===== src/rtl/traffic_pkg.sv =====
// Shared defaults and per-channel status type for the traffic sensor front end.
package traffic_pkg;

    localparam int TL_DEBOUNCE_DEF = 4;
    localparam int TL_STUCK_DEF    = 1000;

    typedef struct packed {
        logic req;
        logic fault;
    } chan_status_t;

endpackage


===== src/rtl/traffic_sensor_channel.sv =====
// One sensor channel: two-flop synchroniser, debounce, request latch with
// serve clear, and stuck-high detection.
module traffic_sensor_channel
    import traffic_pkg::*;
#(
    parameter int DEBOUNCE_CYCLES = TL_DEBOUNCE_DEF,
    parameter int STUCK_LIMIT     = TL_STUCK_DEF
) (
    input  logic clk,
    input  logic rstb,
    input  logic raw,
    input  logic serve,
    output logic req,
    output logic fault
);

    localparam int DW = $clog2(DEBOUNCE_CYCLES + 1);
    localparam int SW = $clog2(STUCK_LIMIT + 1);
    localparam logic [DW-1:0] DCNT_LAST = DW'(DEBOUNCE_CYCLES - 1);
    localparam logic [SW-1:0] SCNT_MAX  = SW'(STUCK_LIMIT);

    logic          s1_q, s2_q;
    logic          deb_q, deb_d;
    logic [DW-1:0] dcnt_q, dcnt_d;
    logic          req_q, req_d;
    logic [SW-1:0] scnt_q, scnt_d;
    logic          fault_q, fault_d;
    logic          rise;

    always_comb begin
        deb_d  = deb_q;
        dcnt_d = dcnt_q;
        if (s2_q == deb_q) begin
            dcnt_d = '0;
        end else if (dcnt_q == DCNT_LAST) begin
            deb_d  = s2_q;
            dcnt_d = '0;
        end else begin
            dcnt_d = dcnt_q + 1'b1;
        end

        // A new arrival outranks a serve in the same cycle so no car is lost.
        rise  = deb_d & ~deb_q;
        req_d = rise | (req_q & ~serve);

        if (!deb_q) begin
            scnt_d = '0;
        end else if (scnt_q == SCNT_MAX) begin
            scnt_d = scnt_q;
        end else begin
            scnt_d = scnt_q + 1'b1;
        end

        // Fault drops on the same edge the debounced level falls.
        fault_d = deb_d & (fault_q | (deb_q & (scnt_d == SCNT_MAX)));
    end

    always_ff @(posedge clk or negedge rstb) begin
        if (!rstb) begin
            s1_q    <= 1'b0;
            s2_q    <= 1'b0;
            deb_q   <= 1'b0;
            dcnt_q  <= '0;
            req_q   <= 1'b0;
            scnt_q  <= '0;
            fault_q <= 1'b0;
        end else begin
            s1_q    <= raw;
            s2_q    <= s1_q;
            deb_q   <= deb_d;
            dcnt_q  <= dcnt_d;
            req_q   <= req_d;
            scnt_q  <= scnt_d;
            fault_q <= fault_d;
        end
    end

    assign req   = req_q;
    assign fault = fault_q;

endmodule


===== src/rtl/traffic_sensor_conditioner.sv =====
// Conditions road A/B vehicle sensors into clean request and fault bits
// for the traffic light FSM.
module traffic_sensor_conditioner
    import traffic_pkg::*;
#(
    parameter int DEBOUNCE_CYCLES = TL_DEBOUNCE_DEF,
    parameter int STUCK_LIMIT     = TL_STUCK_DEF
) (
    input  logic clk,
    input  logic rstb,
    input  logic sensor_a_raw,
    input  logic sensor_b_raw,
    input  logic serve_a,
    input  logic serve_b,
    output logic input_a,
    output logic input_b,
    output logic fault_a,
    output logic fault_b
);

    chan_status_t st_a, st_b;

    traffic_sensor_channel #(
        .DEBOUNCE_CYCLES(DEBOUNCE_CYCLES),
        .STUCK_LIMIT    (STUCK_LIMIT)
    ) u_chan_a (
        .clk  (clk),
        .rstb (rstb),
        .raw  (sensor_a_raw),
        .serve(serve_a),
        .req  (st_a.req),
        .fault(st_a.fault)
    );

    traffic_sensor_channel #(
        .DEBOUNCE_CYCLES(DEBOUNCE_CYCLES),
        .STUCK_LIMIT    (STUCK_LIMIT)
    ) u_chan_b (
        .clk  (clk),
        .rstb (rstb),
        .raw  (sensor_b_raw),
        .serve(serve_b),
        .req  (st_b.req),
        .fault(st_b.fault)
    );

    assign input_a = st_a.req;
    assign fault_a = st_a.fault;
    assign input_b = st_b.req;
    assign fault_b = st_b.fault;

endmodule


===== config.mk =====
export PLATFORM = sky130hd
export DESIGN_NAME = traffic_sensor_conditioner
export DESIGN_NICKNAME = d
export VERILOG_FILES = /design/src/rtl/traffic_pkg.sv /design/src/rtl/traffic_sensor_channel.sv /design/src/rtl/traffic_sensor_conditioner.sv
export SDC_FILE = /design/constraint.sdc
export NUM_CORES = 1
export LEC_CHECK = 0
export ABC_AREA = 1
export ABC_CLOCK_PERIOD_IN_PS = 1300
export BUFFER_PORTS_ARGS = -buffer_cell sky130_fd_sc_hd__buf_4
export CAP_MARGIN = 10
export CORE_MARGIN = 2
export CORE_UTILIZATION = 30
export CTS_CLUSTER_SIZE = 30
export DETAILED_ROUTE_END_ITERATION = 6
export PLACE_DENSITY_LB_ADDON = 0.1
export SLEW_MARGIN = 20
export SYNTH_ARGS = -nofsm -noshare
export SYNTH_HDL_FRONTEND = slang
export SYNTH_SLANG_ARGS = --single-unit
export TNS_END_PERCENT = 5

===== constraint.sdc =====
create_clock -name clk -period 1.3 [get_ports clk]
set_input_delay 0.26 -clock clk [delete_from_list [all_inputs] [get_ports clk]]
set_output_delay 0.26 -clock clk [all_outputs]
set_load 0.05 [all_outputs]

; ---- Yosys cells after proc, flatten, opt, wreduce, memory -nomap -nowiden
; Index checks and enable logic that the tools add are counted.
[word_totals]
inputBits = 6
regBits = 36
[classes]
eq_ne = 8
n_addsub = 4
n_bitwise = 16
n_mux = 12
[ops]
columns = op, n
row1 = "equality test 10 bit, second input constant", 4
row2 = 2-to-1 mux 10 bit, 4
row3 = "adder 10 x 1 -> 10 bit, second input constant", 2
row4 = 2-to-1 mux 3 bit, 4
row5 = AND 1 bit, 8
row6 = "adder 3 x 1 -> 3 bit, second input constant", 2
row7 = "equality test 3 x 2 -> 1 bit, second input constant", 2
row8 = 2-to-1 mux 1 bit, 4
row9 = inverter 1 bit, 4
row10 = OR 1 bit, 4
row11 = equality test 1 bit, 2

; ---- Longest topological paths before layout
[depth]
depth_word = 7
mapped_depth = 11
ltp_nobuf = 11

; ---- Cells and area by module
; A second synthesis with hierarchy kept.
[hier_totals]
cells_unflattened = 241
area_unflattened_um2 = 1956.9
[by_module_without_submodules]
columns = module, instances, area_each_um2, cells_each, seq_area_each_um2
row1 = traffic_sensor_channel at u_chan_b, 1, 979.7, 119, 450.4
row2 = traffic_sensor_channel at u_chan_a, 1, 977.2, 122, 450.4

; ---- Worst setup path after synthesis
; OpenSTA, ideal clock, no wires.
[synth_timing]
path_type = register to register
start = register u_chan_a.scnt_q[0]
end = register u_chan_a.fault_q (netlist: u_chan_a.fault)
stages_incl_launch_ff = 11
arrival_time_ns = 1.305
setup_ns = 0.073
setup_slack_ns = -0.078
cell_sequence = dfrtp_1 inv_1 ha_1 nand3_1 nor2_1 nand3_1 nand3_1 nand2_1 nor2_2 nand3_1 a21oi_2
[synth_between]
elab_chain_cells = 7
[synth_rtl]
columns = item, line_no
row1 = start: declaration, traffic_sensor_channel.sv:26  ; logic [SW-1:0] scnt_q, scnt_d;
row2 = start signal: assignment, traffic_sensor_channel.sv:73  ; scnt_q <= scnt_d;
row3 = adder 10 x 1 -> 10 bit / equality test 10 bit (equally long branches), "traffic_sensor_channel.sv:51, traffic_sensor_channel.sv:48"
row4 = 2-to-1 mux 10 bit *, traffic_sensor_channel.sv:48  ; end else if (scnt_q == SCNT_MAX) begin
row5 = 2-to-1 mux 10 bit *, traffic_sensor_channel.sv:46  ; if (!deb_q) begin
row6 = equality test 10 bit *, traffic_sensor_channel.sv:55  ; fault_d = deb_d & (fault_q | (deb_q & (scnt_d == SCNT_MAX)));
row7 = AND 1 bit *, traffic_sensor_channel.sv:55
row8 = OR 1 bit *, traffic_sensor_channel.sv:55
row9 = AND 1 bit *, traffic_sensor_channel.sv:55
row10 = net u_chan_a.fault_d, traffic_sensor_channel.sv:27  ; logic fault_q, fault_d;
row11 = end signal: assignment, traffic_sensor_channel.sv:74  ; fault_q <= fault_d;
row12 = end: declaration, traffic_sensor_channel.sv:27
; Mark *: on every way through the listed nets, which the timed path passes. The rest lies on a longest branch.

; ---- Final worst setup path
[layout_timing]
start = register u_chan_b.scnt_q[1]
end = register u_chan_b.fault_q (netlist: u_chan_b.fault)
[layout_between]
elab_chain_cells = 7
[layout_rtl]
columns = item, line_no
row1 = start: declaration, traffic_sensor_channel.sv:26
row2 = start signal: assignment, traffic_sensor_channel.sv:73
row3 = adder 10 x 1 -> 10 bit / equality test 10 bit (equally long branches), "traffic_sensor_channel.sv:51, traffic_sensor_channel.sv:48"
row4 = 2-to-1 mux 10 bit *, traffic_sensor_channel.sv:48
row5 = 2-to-1 mux 10 bit *, traffic_sensor_channel.sv:46
row6 = net u_chan_b.scnt_d[7], traffic_sensor_channel.sv:26
row7 = equality test 10 bit *, traffic_sensor_channel.sv:55
row8 = AND 1 bit *, traffic_sensor_channel.sv:55
row9 = OR 1 bit *, traffic_sensor_channel.sv:55
row10 = AND 1 bit *, traffic_sensor_channel.sv:55
row11 = net u_chan_b.fault_d, traffic_sensor_channel.sv:27
row12 = end signal: assignment, traffic_sensor_channel.sv:74
row13 = end: declaration, traffic_sensor_channel.sv:27
; Marked as above.

==> impl_results.md <==
- Seq/Total Area, Yosys: 47.1%
- Number of clock sinks seen by CTS: 36
- H-tree depth: 2
- Via total after detailed routing: 1608
- Main combinational cell family by area after synthesis: simple AND/OR/NAND/NOR gates
- Crit-path slowest cell: sky130_fd_sc_hd__dfrtp_1
- Port Buf Inserts: 9
- Post-DP HPWL: 2.89 mm
- Top achievable clock speed: 668 MHz
- Post-Syn Area: 1910 sq um
- Area fraction in compound gates after synthesis: 4.25%
- Effective utilization at floorplan: 30.5%
- Count of pins over their slew limit: 0
- Longest individual stage delay on the worst path: 410 ps
- Number of antenna violations at the first check in global routing: 0
- Placed cell areas: 2360 sq um
- Final antenna-violating net count: 0
- Height of the chip: 83.9 microns
- Leftover overflow at the end of global routing: 0
- LEAKAGE: 1.22 nW
- Area share of and/or/nand/nor cells after synthesis: 32.0%
- Clk pwr share: 24.0%
- Wire length of the first global-routing pass: 6.94 mm
- Setup slack of the critical path after layout: -196 ps
- Fin crit period: 1500 ps
- Type of the worst setup path: reg -> reg
- Cell chain of the critical path: buf_4 -> nand3_4 -> clkinv_2 -> nand3_1 -> nand2_1 -> nor2_2 -> nand2_1 -> nor2_1 -> nand3_1 -> a21oi_2
- Kind of path behind the tightest hold check: in -> reg
- Core area: 6280 sq um
- Switching power: 1.22 mW
- Multiplexer fraction of the synthesized cell area: 0%
- Clock Latency Late Sink: 290 ps
- Required time of the critical path: 1520 ps
- Internal power of the cells: 2.22 mW
- Cell area power density: 1340 nW/um^2
- Syn_nets: 255
- Multi-input gate area: 925 sq um
- Number of max-cap violations: 0
- Total routing usage reported by global routing: 12.1%
- Post-synthesis area per instance: 7.88 sq um
- DRC: 0
- Maximum number of pins on one net before global-route repair: 37
- Overall routed net length: 4.03 mm
- Yosys warnings: 0
- Part of the power in combinational logic: 34.4%
- Clock edge transition at the registers on the reported setup and hold paths: 80 ps
- Global placer's final weighted congestion: 0.734
- Clock Tree Buf Depth: 2
- Number of fillers in the final layout: 662
- Maximum resistive drop on vdd: 0.582 mV
- Post-Synth Adder-Cell Area: 3.92%
- Synth-to-layout area growth: 34.2%
- Post-DR wirelength/cell: 10.8 microns
- CP Data Arrival Time: 1720 ps
- Leading cell types in the layout, fill and taps excluded: 49 x sky130_fd_sc_hd__nand2_1, 46 x sky130_fd_sc_hd__buf_4, 42 x sky130_fd_sc_hd__inv_1, 36 x sky130_fd_sc_hd__dfrtp_1, 20 x sky130_fd_sc_hd__nand3_1
- Count of state elements after synthesis: 36
- Run status: finished, violations left
- Floorplan die area: 7040 sq um
- Switching Share: 35.4%
- Most common library cell in the layout ignoring fill and taps: sky130_fd_sc_hd__nand2_1
- Share of layout cells above drive strength 1: 35.7%
- Slew at the pin closest to its max-slew limit: 463 ps
- Most utilized layer in the global route result: met2
- Worst setup SP type: flop
- Number of iterations in the first detailed-routing pass: 6
- Number of instances in the synthesized netlist: 243
- TritonCTS clock tree: done
- Count of cell types in the netlist: 23
- Relative slew margins: 69.1%
- Largest clock skew in the final design: 3.36 ps
- Root buffer cell: sky130_fd_sc_hd__clkbuf_8
- Crit share post-route: 115%
- Xor and xnor area share after synthesis: 2.29%
- Hold violation count in the final report: 0
- Worst-path fanout max: 5
- Violated checks: setup timing
- Setup-failing EPs final: 6
- Met1 track demand over resource: 14.3%
- Inserted Clock Buffers: 5
- Number of global-route vias before repair: 1626
- Final Instance Area: 2570 sq um
- RSZ-0062 raised after global routing: true
- Diode count: 0
- Die X: 83.9 microns
- GR met3 Demand/Resource: 2.67%
- Total Negative Setup Slacks: -484 ps
- Via/cell ratio: 4.30
- Endpoint type of the worst setup path: flop
- Flop pwr share: 41.5%
- Drt first-iter violations: 48
- Grt met2 use: 21.7%
- Area of all sequential standard cells: 901 sq um
- Nets@finish: 308
- Row count: 29
- Ports placed on the boundary: 10
## area by class of cell
cell class | instances | area share, %
multi-input cells | 155 | 36.0
flip-flops and latches | 36 | 35.1
repair buffers | 48 | 14.3
inverters | 50 | 7.35
well taps | 77 | 3.75
clock buffers | 5 | 2.68
clock inverters | 3 | 0.925
## registers in the layout (all words and copies together) (netlist names), 3 cells and up
signal	cells
u_chan_b.scnt_q	10
u_chan_a.scnt_q	10
u_chan_b.dcnt_q	3
u_chan_a.dcnt_q	3
## through the flow
stage                     setup slack [ps]  total power, mW  hold WS [ps]  instances  utilization (%)
after detailed placement              -276             2.54           259        364             37.6
final                                 -196             3.43          73.5        374             40.9
after global routing                  -310             3.70          59.0        374             40.9
after global placement                -260             2.54           261        364             37.6
after CTS                             -206             3.46          60.5        374             40.1
after floorplan                      -54.6             2.03         -35.6        243                -
## path summary, 6_finish.rpt
path	startpoint	end	slack [ps]	cells past startpoint
setup reg to reg	u_chan_b.scnt_q[1]$_DFF_PN0_	u_chan_b.fault$_DFF_PN0_	-200	10
setup / recovery	u_chan_b.scnt_q[1]$_DFF_PN0_	u_chan_b.fault$_DFF_PN0_	-200	10
hold / removal	sensor_a_raw	u_chan_a.s1_q$_DFF_PN0_	70	1
hold reg to reg	u_chan_b.s1_q$_DFF_PN0_	u_chan_b.s2_q$_DFF_PN0_	350	0
max in group asynchronous	rstb	u_chan_a.scnt_q[7]$_DFF_PN0_	510	2
min in group asynchronous	rstb	u_chan_b.scnt_q[7]$_DFF_PN0_	460	2
## synthesized netlist by cell type
cell type	instances	share of area [%]
sky130_fd_sc_hd__dfrtp_1	36	47
sky130_fd_sc_hd__buf_2	1	0.26
sky130_fd_sc_hd__o21ai_0	4	1.0
sky130_fd_sc_hd__ha_1	6	3.9
sky130_fd_sc_hd__nor2_2	12	3.9
sky130_fd_sc_hd__xor2_1	3	1.4
sky130_fd_sc_hd__nand3_1	26	6.8
sky130_fd_sc_hd__nor2_1	21	4.1
sky130_fd_sc_hd__inv_2	1	0.20
sky130_fd_sc_hd__a21oi_1	5	1.3
sky130_fd_sc_hd__a21oi_2	1	0.46
sky130_fd_sc_hd__nor2_4	3	1.8
sky130_fd_sc_hd__nand2_2	5	1.6
sky130_fd_sc_hd__nor3_1	4	1.0
sky130_fd_sc_hd__nand3_2	3	1.6
sky130_fd_sc_hd__buf_4	1	0.39
sky130_fd_sc_hd__nand4_1	3	0.98
sky130_fd_sc_hd__nand2_1	52	10
sky130_fd_sc_hd__o21ai_1	3	0.78
sky130_fd_sc_hd__clkinv_1	1	0.20
sky130_fd_sc_hd__o22ai_1	2	0.65
sky130_fd_sc_hd__inv_1	48	9.4
sky130_fd_sc_hd__xnor2_1	2	0.92
## layer usage
layer,routed length [microns],up-vias
met5,0,-
met2,2000,8
li1,-,848
met3,70,4
met4,42,0
met1,1910,748
## cells by family (layout without fill, tap and decap cells)
logic type	after synthesis	count (layout)
AOI/OAI and AO/OA	15	15
buffers and inverters	52	106
DFF	36	36
adders and majority gates	6	6
and+or+nand+nor	129	129
xor gates and xnor gates	5	5
## timing repair
| item | in CTS | in global routing |
|---|---|---|
| setup endpoints to repair | 8 | 14 |
| pin swaps | 6 | 1 |
| cloned | 0 | 0 |
| setup buffers | 1 | 0 |
| resized for setup | 15 | 14 |
| hold endpoints to repair | 36 | 0 |
| hold buffers | 1 | 0 |
## power by group through the flow
| stage | clock [mW] | sequential, mW | combinational [mW] |
|---|---|---|---|
| finish | 0.826 | 1.43 | 1.18 |
| global route | 0.913 | 1.45 | 1.34 |
| CTS | 0.871 | 1.42 | 1.17 |
| detailed placement | 0 | 1.43 | 1.10 |
| global placement | 0 | 1.43 | 1.11 |
| floorplan | 0 | 1.42 | 0.607 |
## worst max-delay path: cells and delay by family (launching register included)
kind / cells / cell delay, ps
simple gates: 7 / 650
flops: 1 / 410
buf+inv: 2 / 230
compound gates: 1 / 140
(Power assumes the default switching activity.)
